$ cat src/rtl/actor_responder_pkg.sv
// Shared trigger types: invocation result codes and the responder state encoding.
package actor_responder_pkg;

   localparam logic [31:0] EXECUTED    = 32'h0000_0001;
   localparam logic [31:0] WAIT_INPUT  = 32'h0000_0002;
   localparam logic [31:0] WAIT_OUTPUT = 32'h0000_0003;

   typedef enum logic [1:0] {
      RSP_IDLE = 2'd0,
      RSP_XFER = 2'd1,
      RSP_DONE = 2'd2
   } responder_state_t;

endpackage

$ cat src/rtl/actor_responder.sv
// Trigger-protocol responder: per ap_start, moves up to MAX_BURST tokens input->output, then reports a result code.
// Optional ACTOR_RESPONDER_STATS_EN adds a saturating tokens_total output.
module actor_responder
   import actor_responder_pkg::*;
#(
   parameter int unsigned DATA_WIDTH = 32,
   parameter int unsigned MAX_BURST  = 16,
   parameter int unsigned CNT_W      = $clog2(MAX_BURST + 1)
) (
   input  logic                  ap_clk,
   input  logic                  ap_rst,
   input  logic                  ap_start,
   output logic                  ap_done,
   output logic                  ap_ready,
   output logic                  ap_idle,
   output logic [31:0]           ap_return,
   input  logic [DATA_WIDTH-1:0] in_dout,
   input  logic                  in_empty_n,
   output logic                  in_read,
   output logic [DATA_WIDTH-1:0] out_din,
   input  logic                  out_full_n,
   output logic                  out_write,
   output logic                  launch_predicate
`ifdef ACTOR_RESPONDER_STATS_EN
   ,
   output logic [31:0]           tokens_total
`endif
);

   responder_state_t state_q, state_d;
   logic [CNT_W-1:0] cnt_q, cnt_d;
   logic [31:0]      ret_q, ret_d;
   logic             move;

   assign launch_predicate = in_empty_n & out_full_n;

   always_comb begin
      state_d = state_q;
      cnt_d   = cnt_q;
      ret_d   = ret_q;
      move    = 1'b0;
      unique case (state_q)
         RSP_IDLE: begin
            if (ap_start) begin
               state_d = RSP_XFER;
               cnt_d   = '0;
            end
         end
         RSP_XFER: begin
            if (launch_predicate) begin
               move  = 1'b1;
               cnt_d = cnt_q + CNT_W'(1);
               if (cnt_q == CNT_W'(MAX_BURST - 1)) begin
                  state_d = RSP_DONE;
                  ret_d   = EXECUTED;
               end
            end else begin
               state_d = RSP_DONE;
               // Input starvation takes precedence when both sides block.
               if (cnt_q != '0) begin
                  ret_d = EXECUTED;
               end else if (!in_empty_n) begin
                  ret_d = WAIT_INPUT;
               end else begin
                  ret_d = WAIT_OUTPUT;
               end
            end
         end
         RSP_DONE: state_d = RSP_IDLE;
         default:  state_d = RSP_IDLE;
      endcase
   end

   always_ff @(posedge ap_clk) begin
      if (ap_rst) begin
         state_q <= RSP_IDLE;
         cnt_q   <= '0;
         ret_q   <= '0;
      end else begin
         state_q <= state_d;
         cnt_q   <= cnt_d;
         ret_q   <= ret_d;
      end
   end

   // Reset suppresses the pop in the very cycle it is asserted, so an aborted burst moves nothing more.
   assign in_read   = move & ~ap_rst;
   assign out_write = move & ~ap_rst;
   assign out_din   = in_dout;

   assign ap_done   = (state_q == RSP_DONE);
   assign ap_ready  = ap_done;
   assign ap_idle   = (state_q == RSP_IDLE);
   assign ap_return = ret_q;

`ifdef ACTOR_RESPONDER_STATS_EN
   logic [31:0] total_q, total_d;

   always_comb begin
      total_d = total_q;
      if (out_write && (total_q != '1)) begin
         total_d = total_q + 32'd1;
      end
   end

   always_ff @(posedge ap_clk) begin
      if (ap_rst) begin
         total_q <= '0;
      end else begin
         total_q <= total_d;
      end
   end

   assign tokens_total = total_q;
`endif

endmodule

$ cat config.mk
export PLATFORM = sky130hd
export DESIGN_NAME = actor_responder
export DESIGN_NICKNAME = d
export VERILOG_FILES = /design/src/rtl/actor_responder_pkg.sv /design/src/rtl/actor_responder.sv
export SDC_FILE = /design/constraint.sdc
export NUM_CORES = 1
export LEC_CHECK = 0
export ABC_AREA = 1
export ABC_CLOCK_PERIOD_IN_PS = 1490
export BUFFER_PORTS_ARGS = -buffer_cell sky130_fd_sc_hd__buf_4
export CAP_MARGIN = 20
export CORE_MARGIN = 2
export CORE_UTILIZATION = 35
export CTS_CLUSTER_DIAMETER = 150
export DETAILED_ROUTE_END_ITERATION = 12
export GPL_ROUTABILITY_DRIVEN = 1
export PLACE_DENSITY = 0.81
export REMOVE_ABC_BUFFERS = 1
export SETUP_SLACK_MARGIN = 0.1
export SLEW_MARGIN = 20
export SYNTH_ARGS = -nofsm -noshare
export SYNTH_HDL_FRONTEND = slang
export SYNTH_SLANG_ARGS = --single-unit
$ cat constraint.sdc
create_clock -name ap_clk -period 1.49 [get_ports ap_clk]
set_input_delay 0.149 -clock ap_clk [delete_from_list [all_inputs] [get_ports ap_clk]]
set_output_delay 0.149 -clock ap_clk [all_outputs]
set_load 0.05 [all_outputs]
# ---- Yosys cells after proc, flatten, opt, wreduce, memory -nomap -nowiden
# Index checks and enable logic that the tools add are counted.
dict set report word_totals {
  ff_bits 39
  input_bits 37
  elab_cells 33
}
dict set report op_classes {
  addsub 1
  n_eq_ne 7
  mux 13
  bitwise_logic 3
  n_reduce_logical 6
}
# op n
set op_table {}
lappend op_table {{$mux W32} 2}
lappend op_table {{$mux W5} 2}
lappend op_table {{$pmux W5 S2} 1}
lappend op_table {{$mux W2} 4}
lappend op_table {{$add A5 B1 Y5 const B} 1}
lappend op_table {{$eq A5 B4 Y1 const B} 1}
lappend op_table {{$reduce_bool A5 Y1} 1}
lappend op_table {{$ne A2 B2 Y1 const B} 2}
lappend op_table {{$pmux W2 S2} 1}
lappend op_table {{$reduce_and A2 Y1} 2}
lappend op_table {{$mux W1} 3}
lappend op_table {{$ne A3 B3 Y1 const B} 1}
lappend op_table {{$reduce_and A3 Y1} 1}
lappend op_table {{$and A1 B1 Y1} 2}
lappend op_table {{$eq A2 B1 Y1 const B} 1}
lappend op_table {{$eq A2 B2 Y1 const B} 1}
lappend op_table {{$logic_not A2 Y1} 1}
lappend op_table {{$ne A2 B1 Y1 const B} 1}
lappend op_table {{$reduce_bool A2 Y1} 1}
lappend op_table {{$not A1 Y1} 1}

# ---- Logic depth before layout (Yosys ltp)
dict set report depth {
  word_depth 4
  depth_mapped 8
}

# ---- Least setup slack after synthesis
# OpenSTA, ideal clock, no wires.
dict set report synth_path {
  path_kind {flip-flop to output port}
  from {register state_q[1]}
  to {output ap_ready}
  arrival_time_ns 1.464
  t_required_ns 1.341
  setup_slack_ns -0.123
  path_stages_with_launch 4
  path_buffers 1
  path_cell_list {dfxtp_1 -> inv_1 -> nor2_1 -> buf_4}
}
dict set report synth_via {
  elab_chain_cells 1
}
# element line
set synth_lines {}
lappend synth_lines {{start, declared} actor_responder.sv:30} ;# responder_state_t state_q, state_d;
lappend synth_lines {{start signal, assigned} actor_responder.sv:80} ;# state_q <= state_d;
lappend synth_lines {{$eq A2 B2 Y1} actor_responder.sv:91} ;# assign ap_done = (state_q == RSP_DONE);
lappend synth_lines {{end, declared} actor_responder.sv:14} ;# output logic ap_ready,
# No other way between the ends.

# ---- Worst setup path after layout
dict set report layout_path {
  from {register state_q[0]}
  to {output out_write}
}
dict set report layout_via {
  elab_chain_cells 3
}
# element line
set layout_lines {}
lappend layout_lines {{$eq A2 B1 Y1} actor_responder.sv:42} ;# unique case (state_q)
lappend layout_lines {{$mux W1} actor_responder.sv:42}
lappend layout_lines {{$and A1 B1 Y1} actor_responder.sv:88} ;# assign out_write = move & ~ap_rst;
lappend layout_lines {{end, declared} actor_responder.sv:22} ;# output logic out_write,
# No other way between the ends.

==> flow_metrics.env <==
export IMPL_outcome="finished clean"
export IMPL_finalMaxSlewViolations=0
export IMPL_floorplan_rows=19
export IMPL_chip_height_um=57.1
export IMPL_final_period_utilization_pct=88.7
export IMPL_post_synth_top_count_cell="buf_4"
export IMPL_drt_first_pass_iters=4
export IMPL_design_portCount=107
export IMPL_synthCells=133
export IMPL_initialDrtViolationCount=8
export IMPL_synth_top_cells_by_count="64 x buf_4, 13 x nand2_1, 10 x inv_1"
export IMPL_cts_hold_buffers=0
export IMPL_critical_path_startpoint_type="register"
export IMPL_timing_critical_path_required_ps=1340
export IMPL_detailed_routed_wire_length_on_met2_um=1060
export IMPL_cts_htree_levels=1
export IMPL_ir_worst_vdd_mv=0.508
export IMPL_worstSetupPathType="reg -> out"
export IMPL_yosys_warnings=0
export IMPL_synth_async_sr_flop_share_pct=0
export IMPL_first_global_vias=484
export IMPL_clkSinkCount=9
export IMPL_detailed_route_wl_um=2590
export IMPL_worstHoldPathType="in -> reg"
export IMPL_hold_violations=0
export IMPL_period_needed_ps=1320
export IMPL_grt_first_pass_wirelength_um=3330
export IMPL_postSynthAreaPerCell_sq_um=7.43
export IMPL_power_per_cell_area_nw_per_um2=978
export IMPL_cts_buffers=3
export IMPL_syn2layout_area_growth_pct=-18.7
export IMPL_clkLatencyLatePin_ps=270
export IMPL_antenna_diode_count=0
export IMPL_cpPeakStageDelay_ps=330
export IMPL_m1_wl_um=631
export IMPL_instances_no_fill=148
export IMPL_worst_path_max_delay_cell="dfxtp_2"
export IMPL_layout_cells_sized_above_1_pct=27.4
export IMPL_grt_util_all_layers_pct=15.7
export IMPL_synth_edf_count=0
export IMPL_design_core_area_sq_um=2710
export IMPL_timing_critical_path_mode_cell="nor2_4"
export IMPL_pin_count_of_the_biggest_net_entering_global_routing=8
export IMPL_initial_utilization_pct=36.5
export IMPL_synth_cell_area_sq_um=988
export IMPL_synth_yosys_seq_area_share_pct=18.2
export IMPL_io_buffers=12
export IMPL_synth_area_top_cells="buf_4 49%, dfxtp_1 18%, nand2_1 4.9%, ha_1 3.8%, inv_1 3.8%"
export IMPL_path_clk_slew_ps=70
export IMPL_critPathMaxFanout=5
export IMPL_ctsRootBufferMaster="clkbuf_4"
export IMPL_drtAntennaViolNets=0
export IMPL_filler_cell_count=292
export IMPL_p_leak_uw=0.000420
export IMPL_number_of_synthesized_register_bits=9
export IMPL_cap_viol_max_count=0
export IMPL_crit_arrival_ps=1170
export IMPL_routed_top_layer="met4"
export IMPL_tritoncts="yes"
export IMPL_floorplan_die_width_um=57.1
export IMPL_antenna_violations_before_repair=0
export IMPL_drc=0
export IMPL_finish_net_count=158
export IMPL_num_vias=614
export IMPL_crit_chain="inv_2 > nor2_4 > nand2_4 > nor2_4 > buf_6"
export IMPL_routed_length_per_instance_um=17.5
export IMPL_setup_tns_final_ps=0
export IMPL_ys_types=21
export IMPL_dp_cells=141
export IMPL_dieArea_sq_um=3260
export IMPL_synth_ff_type="dfxtp_1"
export IMPL_routed_wl_met3_um=868
export IMPL_max_freq_mhz=756
export IMPL_grt_setup_unrepaired="true"
export IMPL_skew_ps=7.57
export IMPL_detailedPlacementHpwl_um=2290
export IMPL_r2r_setup_slack_ps=220
export IMPL_yosys_area_top_type_share_pct=48.6
export IMPL_setup_worst_path_end_class="output pin"
export IMPL_grt_remaining_overflow=0
export IMPL_final_setup_viol_count=0
export IMPL_avgViaCountPerCell=4.15
export IMPL_clockBufferDepth=2
export IMPL_yosysTopAreaCell="buf_4"
export IMPL_weighted_congestion_reported_at_the_end_of_routability_driven_placement=0.860
[sequential cells by signal, summed over array words and instances, names as in the netlist]
signal,count
state_q,2
cnt_q,5
ap_return,2
[placed cells by master (no fill, tap or decap)]
cell type  instances
nand2_1           13
conb_1            30
o21ai_2            1
a22oi_1            1
nor3_1             1
dfxtp_2            1
ha_1               3
nor2_1             9
o21ai_1            3
inv_1             10
clkbuf_1           1
nor2_2             3
o21a_1             1
buf_6              2
clkbuf_4           3
buf_4             13
dfxtp_1            8
a21oi_1            4
o22ai_1            1
nand2_2            1
nand2_4            2
inv_2              2
nor2_4             2
nand3_2            1
a21oi_2            1
[through the flow]
step	total power [uW]	hold slack, ps	cell area [sq um]	worst slack, ps	utilization, %
global placement	580	298	746	213	27.5
finish	786	95.9	803	168	29.6
floorplan	538	218	617	-365	-
global route	821	101	803	97.7	29.6
detailed placement	583	298	746	184	27.5
CTS	788	93.9	803	134	29.6
[cell type report]
type | instances | area (sq um) | area share, %
clock buffers | 4 | 26.3 | 3.27
inverters | 12 | 45.0 | 5.61
multi-input cells | 77 | 392 | 48.8
flip-flops and latches | 9 | 181 | 22.6
well taps | 31 | 38.8 | 4.83
repair buffers | 15 | 120 | 15.0
[critical path, delay by kind of cell (launching register included)]
kind / cells / cell delay [ps]
AND/OR/NAND/NOR: 3 / 350
flip-flops: 1 / 330
buffers and inverters: 2 / 210
[worst paths after layout]
path | from | endpoint | cells past startpoint
setup / recovery | state_q[0]$_SDFFE_PP0P_ | out_write | 5
hold / removal | ap_rst | ap_return[1]$_SDFFE_PP0P_ | 2
setup reg to reg | cnt_q[0]$_SDFFE_PP0P_ | ap_return[1]$_SDFFE_PP0P_ | 7
hold reg to reg | ap_return[1]$_SDFFE_PP0P_ | ap_return[1]$_SDFFE_PP0P_ | 2
[repair_timing]
item	in CTS	in global routing
endpoints found under the setup margin	2	4
gates resized for setup	3	0
buffers inserted	3	0
pin swaps	2	2
[kinds of logic after synthesis]
family / after synthesis / share of synthesized area, %
AO/OA/AOI/OAI: 12 / 7.47
adder cells (fa/ha/maj): 3 / 3.80
buffers and inverters: 76 / 53.2
flip-flops: 9 / 18.2
other: 1 / 0.379
AND/OR/NAND/NOR: 32 / 17.0
[power by group]
part | total [uW] | switching, uW | internal, uW
Combinational | 326 | 269 | 56.8
Clock | 197 | 93.7 | 104
Sequential | 263 | 8.56 | 254
[per-layer routing]
| layer | vias up | track usage (%) |
|---|---|---|
| met3 | 2 | 25.4 |
| met2 | 74 | 20.4 |
| met5 | - | 0 |
| li1 | 279 | - |
| met1 | 259 | 11.2 |
| met4 | 0 | 5.98 |
No activity file was read; power rests on OpenSTA's default activity.
